## config.mk

```make
export PLATFORM = sky130hd
export DESIGN_NAME = sram_port0_arbiter_flat
export DESIGN_NICKNAME = d
export VERILOG_FILES = /design/src/rtl/sram_port0_arbiter_pkg.sv /design/src/rtl/sram_port0_arbiter_if.sv /design/src/rtl/sram_port0_arbiter_rr_arb2.sv /design/src/rtl/sram_port0_arbiter.sv /design/src/flat_wrapper.sv
export SDC_FILE = /design/constraint.sdc
export NUM_CORES = 1
export LEC_CHECK = 0
export BUFFER_PORTS_ARGS = -buffer_cell sky130_fd_sc_hd__buf_2
export CELL_PAD_IN_SITES_DETAIL_PLACEMENT = 1
export CELL_PAD_IN_SITES_GLOBAL_PLACEMENT = 2
export CORE_UTILIZATION = 24
export CTS_BUF_LIST = sky130_fd_sc_hd__clkbuf_2 sky130_fd_sc_hd__clkbuf_4 sky130_fd_sc_hd__clkbuf_8
export DETAILED_ROUTE_END_ITERATION = 12
export GPL_ROUTABILITY_DRIVEN = 0
export GPL_TIMING_DRIVEN = 0
export PLACE_DENSITY_LB_ADDON = 0.1
export SYNTH_ARGS = -nofsm -noshare
export SYNTH_HDL_FRONTEND = slang
export SYNTH_SLANG_ARGS = --single-unit
export TNS_END_PERCENT = 100
```

## constraint.sdc

```tcl
create_clock -name clk -period 6.01 [get_ports clk]
set_clock_uncertainty 0.2 [all_clocks]
set_input_delay 0 -clock clk [delete_from_list [all_inputs] [get_ports clk]]
set_output_delay 0 -clock clk [all_outputs]
set_load 0.1 [all_outputs]
```

## src/rtl/sram_port0_arbiter_pkg.sv

```systemverilog
// sram_arb_pkg: shared types and constants for the SRAM port-0 arbiter.
//   arb_state_e : arbiter FSM state (clear sequence / normal service)
//   req_id_t    : requester index (0 = host/DMA, 1 = accelerator core)
//   ARB_*       : memory geometry (depth in words, address/data/strobe widths)
package sram_arb_pkg;
  localparam int ARB_DEPTH = 480;
  localparam int ARB_AW    = 16;
  localparam int ARB_DW    = 32;
  localparam int ARB_BE    = 4;

  typedef enum logic {ST_INIT, ST_SERVE} arb_state_e;
  typedef logic req_id_t;
endpackage

```

## src/rtl/sram_port0_arbiter_if.sv

```systemverilog
// sram_port0_arbiter_if: one requester's view of SRAM port 0.
//   master : requester side (drives valid/we/addr/wdata, takes ready/rvalid/rdata)
//   slave  : arbiter side
// Request: valid/ready handshake, we=0 means read. Response: rvalid pulse
// with rdata, no backpressure.
interface sram_port0_arbiter_if
  import sram_arb_pkg::*;
#(
  parameter int AW = ARB_AW
);
  logic              valid;
  logic              ready;
  logic [ARB_BE-1:0] we;
  logic [AW-1:0]     addr;
  logic [ARB_DW-1:0] wdata;
  logic              rvalid;
  logic [ARB_DW-1:0] rdata;

  modport master (output valid, we, addr, wdata, input ready, rvalid, rdata);
  modport slave  (input valid, we, addr, wdata, output ready, rvalid, rdata);
endinterface

```

## src/rtl/sram_port0_arbiter_rr_arb2.sv

```systemverilog
// rr_arb2: 2-way round-robin grant.
//   clk, rst : clock, async active-high reset
//   en       : grants allowed this cycle
//   req      : request vector, bit N = requester N
//   gnt      : one-hot grant (combinational, same cycle as req)
//   gnt_id   : index of the granted requester (valid when |gnt)
// rr_last remembers the most recent winner; on a tie the other side wins.
// It resets to 1 so requester 0 wins the first tie.
module rr_arb2
  import sram_arb_pkg::*;
(
  input  logic       clk,
  input  logic       rst,
  input  logic       en,
  input  logic [1:0] req,
  output logic [1:0] gnt,
  output req_id_t    gnt_id
);
  req_id_t rr_last;

  always_comb begin
    gnt = '0;
    if (en) begin
      case (req)
        2'b01:   gnt = 2'b01;
        2'b10:   gnt = 2'b10;
        2'b11:   gnt = rr_last ? 2'b01 : 2'b10;
        default: gnt = '0;
      endcase
    end
  end

  assign gnt_id = gnt[1];

  always_ff @(posedge clk or posedge rst) begin
    if (rst)       rr_last <= 1'b1;
    else if (|gnt) rr_last <= gnt[1];
  end
endmodule

```

## src/rtl/sram_port0_arbiter.sv

```systemverilog
// sram_port0_arbiter: shares port 0 of the 480x32b byte-banked SRAM between
// r0 (host/DMA) and r1 (accelerator core).
//   clk, rst     : clock, async active-high reset
//   r0, r1       : requester interfaces (slave modport)
//   sram_wea/addr/wdata : to SRAM port 0, combinational from state + grant
//   sram_rdata   : from SRAM port 0, valid the cycle after the address
//   init_done    : high once service starts
//   err_oob      : pulse on an accepted request with addr >= DEPTH
// Build option SRAM_ARB_INIT_CLEAR_EN: when defined, the FSM starts in
// ST_INIT and zero-fills all DEPTH words before serving requests; when
// undefined, it starts directly in ST_SERVE and memory contents are
// whatever the SRAM powered up with.
module sram_port0_arbiter
  import sram_arb_pkg::*;
#(
  parameter int DEPTH = ARB_DEPTH,
  parameter int AW    = ARB_AW
)(
  input  logic              clk,
  input  logic              rst,
  sram_port0_arbiter_if.slave r0,
  sram_port0_arbiter_if.slave r1,
  output logic [ARB_BE-1:0] sram_wea,
  output logic [AW-1:0]     sram_addr,
  output logic [ARB_DW-1:0] sram_wdata,
  input  logic [ARB_DW-1:0] sram_rdata,
  output logic              init_done,
  output logic              err_oob
);
  localparam int              CW       = $clog2(DEPTH);
  localparam logic [CW-1:0]   CNT_LAST = CW'(DEPTH - 1);
  localparam logic [AW-1:0]   DEPTH_A  = AW'(DEPTH);
`ifdef SRAM_ARB_INIT_CLEAR_EN
  localparam arb_state_e      RST_ST   = ST_INIT;
`else
  localparam arb_state_e      RST_ST   = ST_SERVE;
`endif

  arb_state_e    state_q, state_d;
  logic [CW-1:0] clr_cnt_q, clr_cnt_d;

  // Requests gathered into lane-indexed packed arrays.
  logic [1:0]             req_vld;
  logic [1:0][ARB_BE-1:0] req_we;
  logic [1:0][AW-1:0]     req_addr;
  logic [1:0][ARB_DW-1:0] req_wdata;

  assign req_vld   = {r1.valid, r0.valid};
  assign req_we    = {r1.we,    r0.we};
  assign req_addr  = {r1.addr,  r0.addr};
  assign req_wdata = {r1.wdata, r0.wdata};

  // Outputs are forced to their reset values while rst is high, since the
  // state-decoded outputs would otherwise show INIT/SERVE values in reset.
  logic       serve;
  logic [1:0] gnt;
  req_id_t    sel;
  logic       g_any, g_oob;

  assign serve = (state_q == ST_SERVE) && !rst;

  rr_arb2 u_arb (
    .clk    (clk),
    .rst    (rst),
    .en     (serve),
    .req    (req_vld),
    .gnt    (gnt),
    .gnt_id (sel)
  );

  assign g_any    = |gnt;
  assign g_oob    = g_any && (req_addr[sel] >= DEPTH_A);
  assign r0.ready = gnt[0];
  assign r1.ready = gnt[1];
  assign err_oob  = g_oob;

  always_comb begin
    state_d    = state_q;
    clr_cnt_d  = clr_cnt_q;
    sram_wea   = '0;
    sram_addr  = '0;
    sram_wdata = '0;
    init_done  = 1'b0;
    if (!rst) begin
      case (state_q)
        ST_INIT: begin
          sram_wea  = '1;
          sram_addr = AW'(clr_cnt_q);
          if (clr_cnt_q == CNT_LAST) state_d = ST_SERVE;
          else                       clr_cnt_d = clr_cnt_q + 1'b1;
        end
        ST_SERVE: begin
          init_done = 1'b1;
          if (g_any) begin
            sram_addr  = req_addr[sel];
            sram_wdata = req_wdata[sel];
            // Out-of-bounds requests are accepted but must never write.
            sram_wea   = g_oob ? '0 : req_we[sel];
          end
        end
        default: state_d = RST_ST;
      endcase
    end
  end

  // Read return tracking: one outstanding read, answered the next cycle.
  logic                   rd_pend_q, rd_oob_q;
  req_id_t                rd_owner_q;
  logic [1:0][ARB_DW-1:0] rdata_q;
  logic [ARB_DW-1:0]      ret_data;

  assign ret_data = rd_oob_q ? '0 : sram_rdata;

  always_ff @(posedge clk or posedge rst) begin
    if (rst) begin
      state_q    <= RST_ST;
      clr_cnt_q  <= '0;
      rd_pend_q  <= 1'b0;
      rd_oob_q   <= 1'b0;
      rd_owner_q <= 1'b0;
      rdata_q    <= '0;
    end else begin
      state_q    <= state_d;
      clr_cnt_q  <= clr_cnt_d;
      rd_pend_q  <= g_any && (req_we[sel] == '0);
      rd_oob_q   <= g_oob;
      rd_owner_q <= sel;
      if (rd_pend_q) rdata_q[rd_owner_q] <= ret_data;
    end
  end

  // rdata shows the fresh SRAM word in the return cycle, then holds it.
  assign r0.rvalid = rd_pend_q && (rd_owner_q == 1'b0);
  assign r1.rvalid = rd_pend_q && (rd_owner_q == 1'b1);
  assign r0.rdata  = r0.rvalid ? ret_data : rdata_q[0];
  assign r1.rdata  = r1.rvalid ? ret_data : rdata_q[1];
endmodule
```

## src/flat_wrapper.sv

```systemverilog
// flat-port wrapper written by rule: the top's interface ports become plain ports
module sram_port0_arbiter_flat import sram_arb_pkg::*;
#(
  parameter int DEPTH = ARB_DEPTH,
  parameter int AW    = ARB_AW
)
  (clk, rst, sram_wea, sram_addr, sram_wdata, sram_rdata, init_done, err_oob, r0_valid, r0_we, r0_addr, r0_wdata, r0_ready, r0_rvalid, r0_rdata, r1_valid, r1_we, r1_addr, r1_wdata, r1_ready, r1_rvalid, r1_rdata);
  sram_port0_arbiter_if #(.AW(AW)) r0_i ();
  sram_port0_arbiter_if #(.AW(AW)) r1_i ();
  input  logic clk;
  input  logic rst;
  output logic [ARB_BE-1:0] sram_wea;
  output logic [AW-1:0] sram_addr;
  output logic [ARB_DW-1:0] sram_wdata;
  input  logic [ARB_DW-1:0] sram_rdata;
  output logic init_done;
  output logic err_oob;
  input wire logic [$bits(r0_i.valid)-1:0] r0_valid;
  input wire logic [$bits(r0_i.we)-1:0] r0_we;
  input wire logic [$bits(r0_i.addr)-1:0] r0_addr;
  input wire logic [$bits(r0_i.wdata)-1:0] r0_wdata;
  output wire logic [$bits(r0_i.ready)-1:0] r0_ready;
  output wire logic [$bits(r0_i.rvalid)-1:0] r0_rvalid;
  output wire logic [$bits(r0_i.rdata)-1:0] r0_rdata;
  input wire logic [$bits(r1_i.valid)-1:0] r1_valid;
  input wire logic [$bits(r1_i.we)-1:0] r1_we;
  input wire logic [$bits(r1_i.addr)-1:0] r1_addr;
  input wire logic [$bits(r1_i.wdata)-1:0] r1_wdata;
  output wire logic [$bits(r1_i.ready)-1:0] r1_ready;
  output wire logic [$bits(r1_i.rvalid)-1:0] r1_rvalid;
  output wire logic [$bits(r1_i.rdata)-1:0] r1_rdata;
  assign r0_i.valid = r0_valid;
  assign r0_i.we = r0_we;
  assign r0_i.addr = r0_addr;
  assign r0_i.wdata = r0_wdata;
  assign r0_ready = r0_i.ready;
  assign r0_rvalid = r0_i.rvalid;
  assign r0_rdata = r0_i.rdata;
  assign r1_i.valid = r1_valid;
  assign r1_i.we = r1_we;
  assign r1_i.addr = r1_addr;
  assign r1_i.wdata = r1_wdata;
  assign r1_ready = r1_i.ready;
  assign r1_rvalid = r1_i.rvalid;
  assign r1_rdata = r1_i.rdata;
  sram_port0_arbiter #(.DEPTH(DEPTH), .AW(AW)) u_core (.clk(clk), .rst(rst), .r0(r0_i), .r1(r1_i), .sram_wea(sram_wea), .sram_addr(sram_addr), .sram_wdata(sram_wdata), .sram_rdata(sram_rdata), .init_done(init_done), .err_oob(err_oob));
endmodule
```

==> reports/metrics.yaml <==
run_status:
  status: "finished, final reports clean"
clock_tree:
  clk_latency_ns: 0.35
  cts.path.max_buffers: 2
  postCtsSetupBuffers: 0
  htree_levels: 3
  cts_num_sinks: 78
  numCtsBuffers: 9
  tritoncts: "built"
  cts_resized: 0
  root_buffer: "clkbuf_8"
  clk_pin_slew_ns: 0.08
drt:
  wl_um: 15930
  firstDrtPassIters: 4
  ant_nets: 0
  drc: 0
  routedWlPerCell_um: 17.39
  drtIter0Drc: 178
  vias: 4250
  routed_via_density: 4.640
power:
  switching_share_pct: 55.59
  p_per_area_nw_per_um2: 371.3
  p_leak_nw: 3.131
  clkPwrFrac_pct: 15.9
  combPwrFrac_pct: 53.2
  ir_worst_vdd_mv: 0.1359
  p_sw_mw: 1.220
  intPower_uw: 974.8
  p_seq_share_pct: 30.9
yosys:
  synthCells: 390
  yosysUniqueCellTypes: 38
  async_flop_share_pct: 100.0
  synthesis.nets: 531
  synth_ff_type: "dfrtp_1"
  seq_area_frac_synth_pct: 51.82
  synth.avg_cell_area_um2: 9.670
  ys.warnings.count: 0
  yosys_register_bits: 78
  netlist_area_um2: 3771
  synth-edff-count: 0
global_routing:
  grt_pass1_vias: 4484
  grt_overflow: 0
  grtUsageTotal_pct: 19.79
  grt_pass1_wl_um: 24580
  grt_max_degree: 41
  antenna_found_initial: 0
sta:
  fin_crit_sh_pct: 45.83
  max-slew-margin-rel_pct: 61.19
  clock.fmax_mhz: 363.1
  fin_crit_ns: 2.754
  maxSlewViolCount: 0
  setup_viol: 0
  finalSetupTns_ns: 0
  whs_ns: 0.04554
  setup_ws_ns: 3.256
  tightest_slew_ns: 0.5821
  hold_violations: 0
  grt_setup_unrepaired: "no"
placement:
  port_buffers: 261
  dpl_cell_area_um2: 5364
  dp_slack_ns: 3.663
  numPlacedInstances: 863
  dp.final_hpwl_um: 12580
finish:
  fin_cells: 916
  insertedDiodeCount: 0
  drive_above_1_share_pct: 42.41
  area_growth_pct: 56.77
  final_cell_mix: "buf_2 (270), dfrtp_1 (76), nand2_1 (72), o21ai_0 (65), a22o_1 (39)"
  mostFrequentLayoutCell: "buf_2"
  final_area_um2: 5912
  nets: 842
worst_hold_path:
  hold_path_class: "primary input to register"
setup_path:
  critPathCaptureType: "register"
  cp-start-kind: "register"
  cp_data_required_time_ns: 6.09
  cp_max_fo: 9
  cp.arrival_ns: 2.83
  path_class: "register to register"
die:
  die_area_um2: 16220
  rows: 45
  ios: 262
  die_x_um: 127.4
  die_y_um: 127.4
  core-area_um2: 15260
  floorplan.initialDensity_pct: 24.72
flow_run:
  maxCapViolCount: 0
[critical path, stage by stage, from the launching register on]
cell and delay, ns:
dfstp_2 0.55, a21boi_1 0.08, and2_1 0.17, buf_6 0.14
or3_1 0.30, dlygate4sd3_1 0.56, a21oi_1 0.14, dlygate4sd3_1 0.55
[logic make-up after synthesis]
logic type / count (synthesis) / share of synthesized area (%)
flops: 78 / 51.82
mux: 1 / 0.2986
xor+xnor: 7 / 1.626
simple gates: 137 / 17.88
fa+ha+maj: 1 / 0.3317
compound gates: 125 / 23.06
buf+inv: 41 / 4.977
[Yosys cell counts (all sizes together), types with 4 or more instances]
library cell / number / area share [%]
clkbuf: 18 / 1.8
nand2b: 34 / 5.6
nand3: 5 / 0.66
a22o: 39 / 9.1
dfrtp: 76 / 50
inv: 11 / 1.1
nand2: 72 / 7.2
buf: 12 / 2.1
nor2: 7 / 0.70
a222oi: 8 / 2.1
o21ai: 65 / 8.6
xor2: 4 / 0.93
a221o: 4 / 1.1
[per-layer routing]
layer	track usage (%)	vias up	wire (um)
li1	-	2002	-
met1	22.96	2063	6324
met2	36.26	169	8374
met3	4.523	16	971
met4	5.532	0	263
met5	0	-	0
[power groups by stage]
stage | clock (mW) | sequential [mW] | combinational [mW]
floorplan | 0 | 0.674 | 0.948
global placement | 0 | 0.684 | 1.14
detailed placement | 0 | 0.688 | 1.16
CTS | 0.366 | 0.678 | 1.18
global route | 0.386 | 0.690 | 1.22
finish | 0.348 | 0.678 | 1.17
[worst paths after layout]
path | from | slack, ns | cells after the start | endpoint
min | r1_addr[8] | 0.05 | 4 | u_core.rd_oob_q$_DFF_PP0_
max reg2reg | u_core.u_arb.rr_last$_DFFE_PP1N_ | 3.26 | 7 | u_core.rd_pend_q$_DFF_PP0_
max | u_core.u_arb.rr_last$_DFFE_PP1N_ | 3.26 | 7 | u_core.rd_pend_q$_DFF_PP0_
max in group asynchronous | rst | 4.86 | 4 | u_core.u_arb.rr_last$_DFFE_PP1N_
min in group asynchronous | rst | 0.09 | 3 | u_core.clr_cnt_q[0]$_DFFE_PP0P_
min reg2reg | u_core.rdata_q[32]$_DFFE_PP0P_ | 0.30 | 2 | u_core.rdata_q[32]$_DFFE_PP0P_
[per-stage QoR]
stage	utilization, %	power (mW)
global placement	35.01	1.824
floorplan	-	1.623
finish	38.75	2.195
CTS	38.75	2.220
global route	38.75	2.292
detailed placement	35.15	1.844
[cell type report]
class	count	area (um2)
Clock buffer	10	131.4
Multi-Input combinational cell	271	1629
Timing Repair Buffer	300	1707
Inverter	11	43.79
Tap cell	211	264.0
Buffer	30	146.4
Fill cell	1854	9346
Sequential cell	78	1954
Clock inverter	5	36.28
[registers in the layout, summed over array words and instances (netlist names)]
name / count
u_core.rd_oob_q: 1
u_core.rd_pend_q: 1
u_core.clr_cnt_q: 9
u_core.u_arb.rr_last: 1
u_core.rdata_q: 64
u_core.state_q: 1
u_core.rd_owner_q: 1
[what timing repair did]
action | in CTS | in global routing
setup endpoints to repair | 0 | 0
hold buffers | 38 | 0
hold endpoints to repair | 147 | 0
(Power assumes the default switching activity.)
